==> src/rtl/ofs_plat_axi_mem_rd_arb2.sv <==
// Two-source AXI read-address arbiter with combinational R-channel return routing.
// Source N tags its requests with sink_arid = {N, srcN_arid}. R beats are steered
// back using the tag bit. Each source is limited to MAX_OUTSTANDING open bursts.
// Optional grant statistics: define OFS_PLAT_AXI_MEM_RD_ARB_STATS_EN.
module ofs_plat_axi_mem_rd_arb2 #(
  parameter int unsigned ID_W            = 4,
  parameter int unsigned AR_W            = 64,
  parameter int unsigned R_W             = 514,
  parameter int unsigned MAX_OUTSTANDING = 16
) (
  input  logic            clk,
  input  logic            reset_n,

  input  logic            src0_arvalid,
  output logic            src0_arready,
  input  logic [ID_W-1:0] src0_arid,
  input  logic [AR_W-1:0] src0_ar,
  output logic            src0_rvalid,
  output logic            src0_rlast,
  input  logic            src0_rready,
  output logic [ID_W-1:0] src0_rid,
  output logic [R_W-1:0]  src0_r,

  input  logic            src1_arvalid,
  output logic            src1_arready,
  input  logic [ID_W-1:0] src1_arid,
  input  logic [AR_W-1:0] src1_ar,
  output logic            src1_rvalid,
  output logic            src1_rlast,
  input  logic            src1_rready,
  output logic [ID_W-1:0] src1_rid,
  output logic [R_W-1:0]  src1_r,

  output logic            sink_arvalid,
  input  logic            sink_arready,
  output logic [ID_W:0]   sink_arid,
  output logic [AR_W-1:0] sink_ar,
  input  logic            sink_rvalid,
  input  logic            sink_rlast,
  output logic            sink_rready,
  input  logic [ID_W:0]   sink_rid,
  input  logic [R_W-1:0]  sink_r,

  output logic [31:0]     stat_grants0,
  output logic [31:0]     stat_grants1
);

  localparam int unsigned CNT_W = $clog2(MAX_OUTSTANDING + 1);
  localparam logic [CNT_W-1:0] MAX_CNT = CNT_W'(MAX_OUTSTANDING);

  logic             r_ar_valid;
  logic [ID_W:0]    r_ar_id;
  logic [AR_W-1:0]  r_ar;
  logic             r_last;       // 1 means source 1 was granted last
  logic [CNT_W-1:0] r_out0, r_out1;
  logic [CNT_W-1:0] w_out0_d, w_out1_d;

  logic w_can_load, w_elig0, w_elig1, w_gnt0, w_gnt1, w_hs0, w_hs1;
  logic w_rsel, w_rdone0, w_rdone1;

  // Arbitration: output register can take a new request when empty or draining.
  assign w_can_load   = ~r_ar_valid | sink_arready;
  assign w_elig0      = src0_arvalid & (r_out0 < MAX_CNT);
  assign w_elig1      = src1_arvalid & (r_out1 < MAX_CNT);
  assign w_gnt0       = w_elig0 & (~w_elig1 | r_last);
  assign w_gnt1       = w_elig1 & (~w_elig0 | ~r_last);
  // reset_n gating keeps arready low for the whole reset window.
  assign src0_arready = reset_n & w_can_load & w_gnt0;
  assign src1_arready = reset_n & w_can_load & w_gnt1;
  assign w_hs0        = src0_arvalid & src0_arready;
  assign w_hs1        = src1_arvalid & src1_arready;

  assign sink_arvalid = r_ar_valid;
  assign sink_arid    = r_ar_id;
  assign sink_ar      = r_ar;

  // R channel: pure steering on the tag bit, no storage.
  assign w_rsel      = sink_rid[ID_W];
  assign src0_rvalid = sink_rvalid & ~w_rsel;
  assign src1_rvalid = sink_rvalid & w_rsel;
  assign src0_rid    = sink_rid[ID_W-1:0];
  assign src1_rid    = sink_rid[ID_W-1:0];
  assign src0_r      = sink_r;
  assign src1_r      = sink_r;
  assign src0_rlast  = sink_rlast;
  assign src1_rlast  = sink_rlast;
  assign sink_rready = w_rsel ? src1_rready : src0_rready;
  assign w_rdone0    = sink_rvalid & sink_rready & sink_rlast & ~w_rsel;
  assign w_rdone1    = sink_rvalid & sink_rready & sink_rlast & w_rsel;

  // Sink AR output register: load on grant, otherwise empty once accepted.
  always_ff @(posedge clk or negedge reset_n) begin
    if (!reset_n) begin
      r_ar_valid <= 1'b0;
      r_ar_id    <= '0;
      r_ar       <= '0;
    end else if (w_hs0 | w_hs1) begin
      r_ar_valid <= 1'b1;
      r_ar_id    <= w_hs1 ? {1'b1, src1_arid} : {1'b0, src0_arid};
      r_ar       <= w_hs1 ? src1_ar : src0_ar;
    end else if (sink_arready) begin
      r_ar_valid <= 1'b0;
    end
  end

  // Round-robin pointer moves only on a completed source handshake.
  always_ff @(posedge clk or negedge reset_n) begin
    if (!reset_n) begin
      r_last <= 1'b1;
    end else if (w_hs0) begin
      r_last <= 1'b0;
    end else if (w_hs1) begin
      r_last <= 1'b1;
    end
  end

  // Outstanding-burst next state; a simultaneous issue and completion cancel out.
  always_comb begin
    w_out0_d = r_out0;
    w_out1_d = r_out1;
    if (w_hs0 && !w_rdone0) begin
      w_out0_d = r_out0 + CNT_W'(1);
    end else if (!w_hs0 && w_rdone0 && (r_out0 != '0)) begin
      w_out0_d = r_out0 - CNT_W'(1);
    end
    if (w_hs1 && !w_rdone1) begin
      w_out1_d = r_out1 + CNT_W'(1);
    end else if (!w_hs1 && w_rdone1 && (r_out1 != '0)) begin
      w_out1_d = r_out1 - CNT_W'(1);
    end
  end

  // Outstanding-burst counters.
  always_ff @(posedge clk or negedge reset_n) begin
    if (!reset_n) begin
      r_out0 <= '0;
      r_out1 <= '0;
    end else begin
      r_out0 <= w_out0_d;
      r_out1 <= w_out1_d;
    end
  end

`ifdef OFS_PLAT_AXI_MEM_RD_ARB_STATS_EN
  logic [31:0] r_stat0, r_stat1;

  // Saturating grant counters.
  always_ff @(posedge clk or negedge reset_n) begin
    if (!reset_n) begin
      r_stat0 <= '0;
      r_stat1 <= '0;
    end else begin
      if (w_hs0 && (r_stat0 != 32'hFFFF_FFFF)) r_stat0 <= r_stat0 + 32'd1;
      if (w_hs1 && (r_stat1 != 32'hFFFF_FFFF)) r_stat1 <= r_stat1 + 32'd1;
    end
  end

  assign stat_grants0 = r_stat0;
  assign stat_grants1 = r_stat1;
`else
  assign stat_grants0 = 32'd0;
  assign stat_grants1 = 32'd0;
`endif

endmodule

==> config.mk <==
export PLATFORM = sky130hd
export DESIGN_NAME = ofs_plat_axi_mem_rd_arb2
export DESIGN_NICKNAME = d
export VERILOG_FILES = /design/src/rtl/ofs_plat_axi_mem_rd_arb2.sv
export SDC_FILE = /design/constraint.sdc
export NUM_CORES = 1
export LEC_CHECK = 0
export CORE_AREA = 2 2 715 717
export CTS_CLUSTER_SIZE = 28
export DETAILED_ROUTE_END_ITERATION = 6
export DIE_AREA = 0 0 717 719
export GPL_TIMING_DRIVEN = 0
export HOLD_SLACK_MARGIN = 0.08
export PLACE_DENSITY = 0.3
export SLEW_MARGIN = 40
export SYNTH_ARGS = -nofsm -noshare
export SYNTH_HDL_FRONTEND = slang
export SYNTH_SLANG_ARGS = --single-unit
==> constraint.sdc <==
create_clock -name clk -period 5.8 [get_ports clk]
set_input_delay 0.58 -clock clk [delete_from_list [all_inputs] [get_ports clk]]
set_output_delay 0.58 -clock clk [all_outputs]
set_load 0.01 [all_outputs]
==> metrics <==
Routed WL 315 mm; HP Class flip-flop to flip-flop; Synth Warn # 0; Worst-Skew Late Latency 0.42 ns; final worst-path cycle share 64.7%; Tot GR Track Use 11.8%; RePlAce Congestion 0.934; die area 516000 µm²; Pwr per Cell Area 169 nW/µm²; #FFs+latches synth 81; setup TNS 0 ns; max cap viols 0; synth top area cells buf_4, dfrtp_1, mux2i_1, nand2_1, o21ai_0; initial DRC count 549; share of cells above drive strength 1 43.7%; crit path max-delay cell type clkdlybuf4s50_1; Worst-Margin Slew 0.947 ns; post-CTS setup buffers 0; final hold violations 0; Core ar. 508000 µm²; via count 14548; CP arrival 3.17 ns; I/O Buffers 1258; ys flop type dfrtp_1; largest net degree at the start of global routing 45; Final Util 6.65%; Synth top cells by count buf_4, dfrtp_1, nand2_1; H-tree depth 3; number of buffers created by CTS 9; register area share after synthesis 16.4%; Crit Path Max Fanout 46; Worst path max stage delay 0.86 ns; Yosys cell types 46; critical path, cell by cell dlygate4sd3_1, buf_8, buf_16, and4_4, buf_6, clkdlybuf4s50_1; fin nets 3489; clk_skew 0.0177 ns; post-cts resize count 0; top-count cell post-synth buf_4; Post-synth EDFFs 0; IO Pins 1841; Die Height 719 µm; crit path kind primary input to output pin; final worst slack 2.05 ns; Cell Area, Synth 12400 µm²; global-route wire length before repair 349 mm; ANT nets after route 0; # clock sinks 81; fmax 267 MHz; Finished Cell Area 33800 µm²; slew margin rel. 36.7%; synthesized area per cell 8.34 µm²; grt total ovfl 0; Synth Instances 1483; P_leak 12.8 nW; largest area contributor in the netlist buf_4; hold_buf cts 1; fill count 59868; crit path capture type output pin; fin crit period 3.75 ns; final setup vio count 0; num rows 262; DRC 0; hpwl dp 306 mm; Max Slew Vio Count 0; CTS tree done; DR pass1 iterations 5; Vias/cell 1.51; clk root buf clkbuf_16; Die W 717 µm; Routed WL per cell 32.8 µm; vias in the first global route 14425; peak supply drop 0.176 mV; status complete, no violations; initial antenna violation count 117; clk slew on worst S/H paths 0.09 ns; worst slack at placement 1.95 ns; Placed Area 33400 µm²; WP data required 5.22 ns; post-synth top area share 67.2%; ys async rst share 100%; Initial Utilization 2.44%; CTS max path bufs 2; Layout area overhead 173%; crit path launch type primary input; unrepaired setup endpoints after global routing false
[flip-flops by register name, summed over array words and instances (netlist names)]
register      cells
r_last            1
r_out0            5
sink_ar          64
r_out1            5
sink_arvalid      1
sink_arid         5
[cell type report]
type | count | area [µm²] | area share, %
Multi-Input combinational cell | 336 | 2150 | 6.35
Clock inverter | 7 | 106 | 0.315
Inverter | 4 | 15.0 | 0.0444
Timing Repair Buffer | 1260 | 12300 | 36.4
Buffer | 1125 | 8430 | 24.9
Sequential cell | 81 | 2030 | 6.00
Antenna cell | 50 | 125 | 0.370
Clock buffer | 9 | 225 | 0.667
Tap cell | 6732 | 8420 | 24.9
[cell families (layout without fill, tap and decap cells)]
logic type                 count (synthesis)  count (layout)  share of synthesized area (%)
buffers and inverters                   1129            2405                           68.2
muxes                                     75              75                           6.35
xor gates and xnor gates                   7               7                          0.495
adders and majority gates                  8               8                          0.930
AOI/OAI and AO/OA                         90              90                           4.14
DFF                                       81              81                           16.4
and+or+nand+nor                           92              92                           3.47
other                                      1             114                         0.0303
[report_power, final]
group	internal, mW	switching, mW	total (mW)
combinational	1.87	2.02	3.89
sequential	0.832	0.196	1.03
clock	0.389	0.392	0.781
total	3.09	2.61	5.70
[layer usage]
metal | vias up | global-route usage [%] | part of all wire (%)
li1 | 6217 | - | -
met1 | 6772 | 12.2 | 35
met2 | 1215 | 18.0 | 43
met3 | 312 | 10.1 | 19
met4 | 32 | 2.66 | 3.0
met5 | - | 0 | 0.066
[path summary, 6_finish.rpt]
| check | start | cells past startpoint | to | slack [ns] |
|---|---|---|---|---|
| worst min register to register | sink_ar[25] | 2 | sink_ar[25] | 0.48 |
| worst max-delay path | reset_n | 6 | src1_arready | 2.05 |
| max in group asynchronous | reset_n | 3 | sink_ar[31] | 4.35 |
| min in group asynchronous | reset_n | 2 | sink_arid[2] | 0.68 |
| worst max register to register | sink_arvalid | 9 | r_out1[4] | 2.84 |
| worst min-delay path | sink_ar[25] | 2 | sink_ar[25] | 0.48 |
[critical path, delay by kind of cell]
family	cells	cell delay, ns
buffers and inverters	5	2.24
AND/OR/NAND/NOR	1	0.27
[placed cells by master (no fill, tap or decap), drive strengths merged, types with 3 or more instances in the layout]
cell / count
clkdlybuf4s50: 1187
nand3: 3
clkbuf: 15
nand2: 72
mux2: 6
xor2: 3
o21ai: 69
a21oi: 6
dfrtp: 80
buf: 1191
conb: 64
diode: 50
a21o: 7
xnor2: 4
ha: 6
inv: 8
mux2i: 69
[stage by stage]
stage | power, mW | std cells | hold WS, ns
floorplan | 2.53 | 1546 | 0.284
global placement | 5.11 | 9536 | 0.471
CTS | 5.93 | 9554 | 0.492
global route | 6.15 | 9568 | 0.523
detailed placement | 5.07 | 9537 | 0.471
finish | 5.70 | 9604 | 0.484
Note: power is estimated with default switching activity, not from simulation.
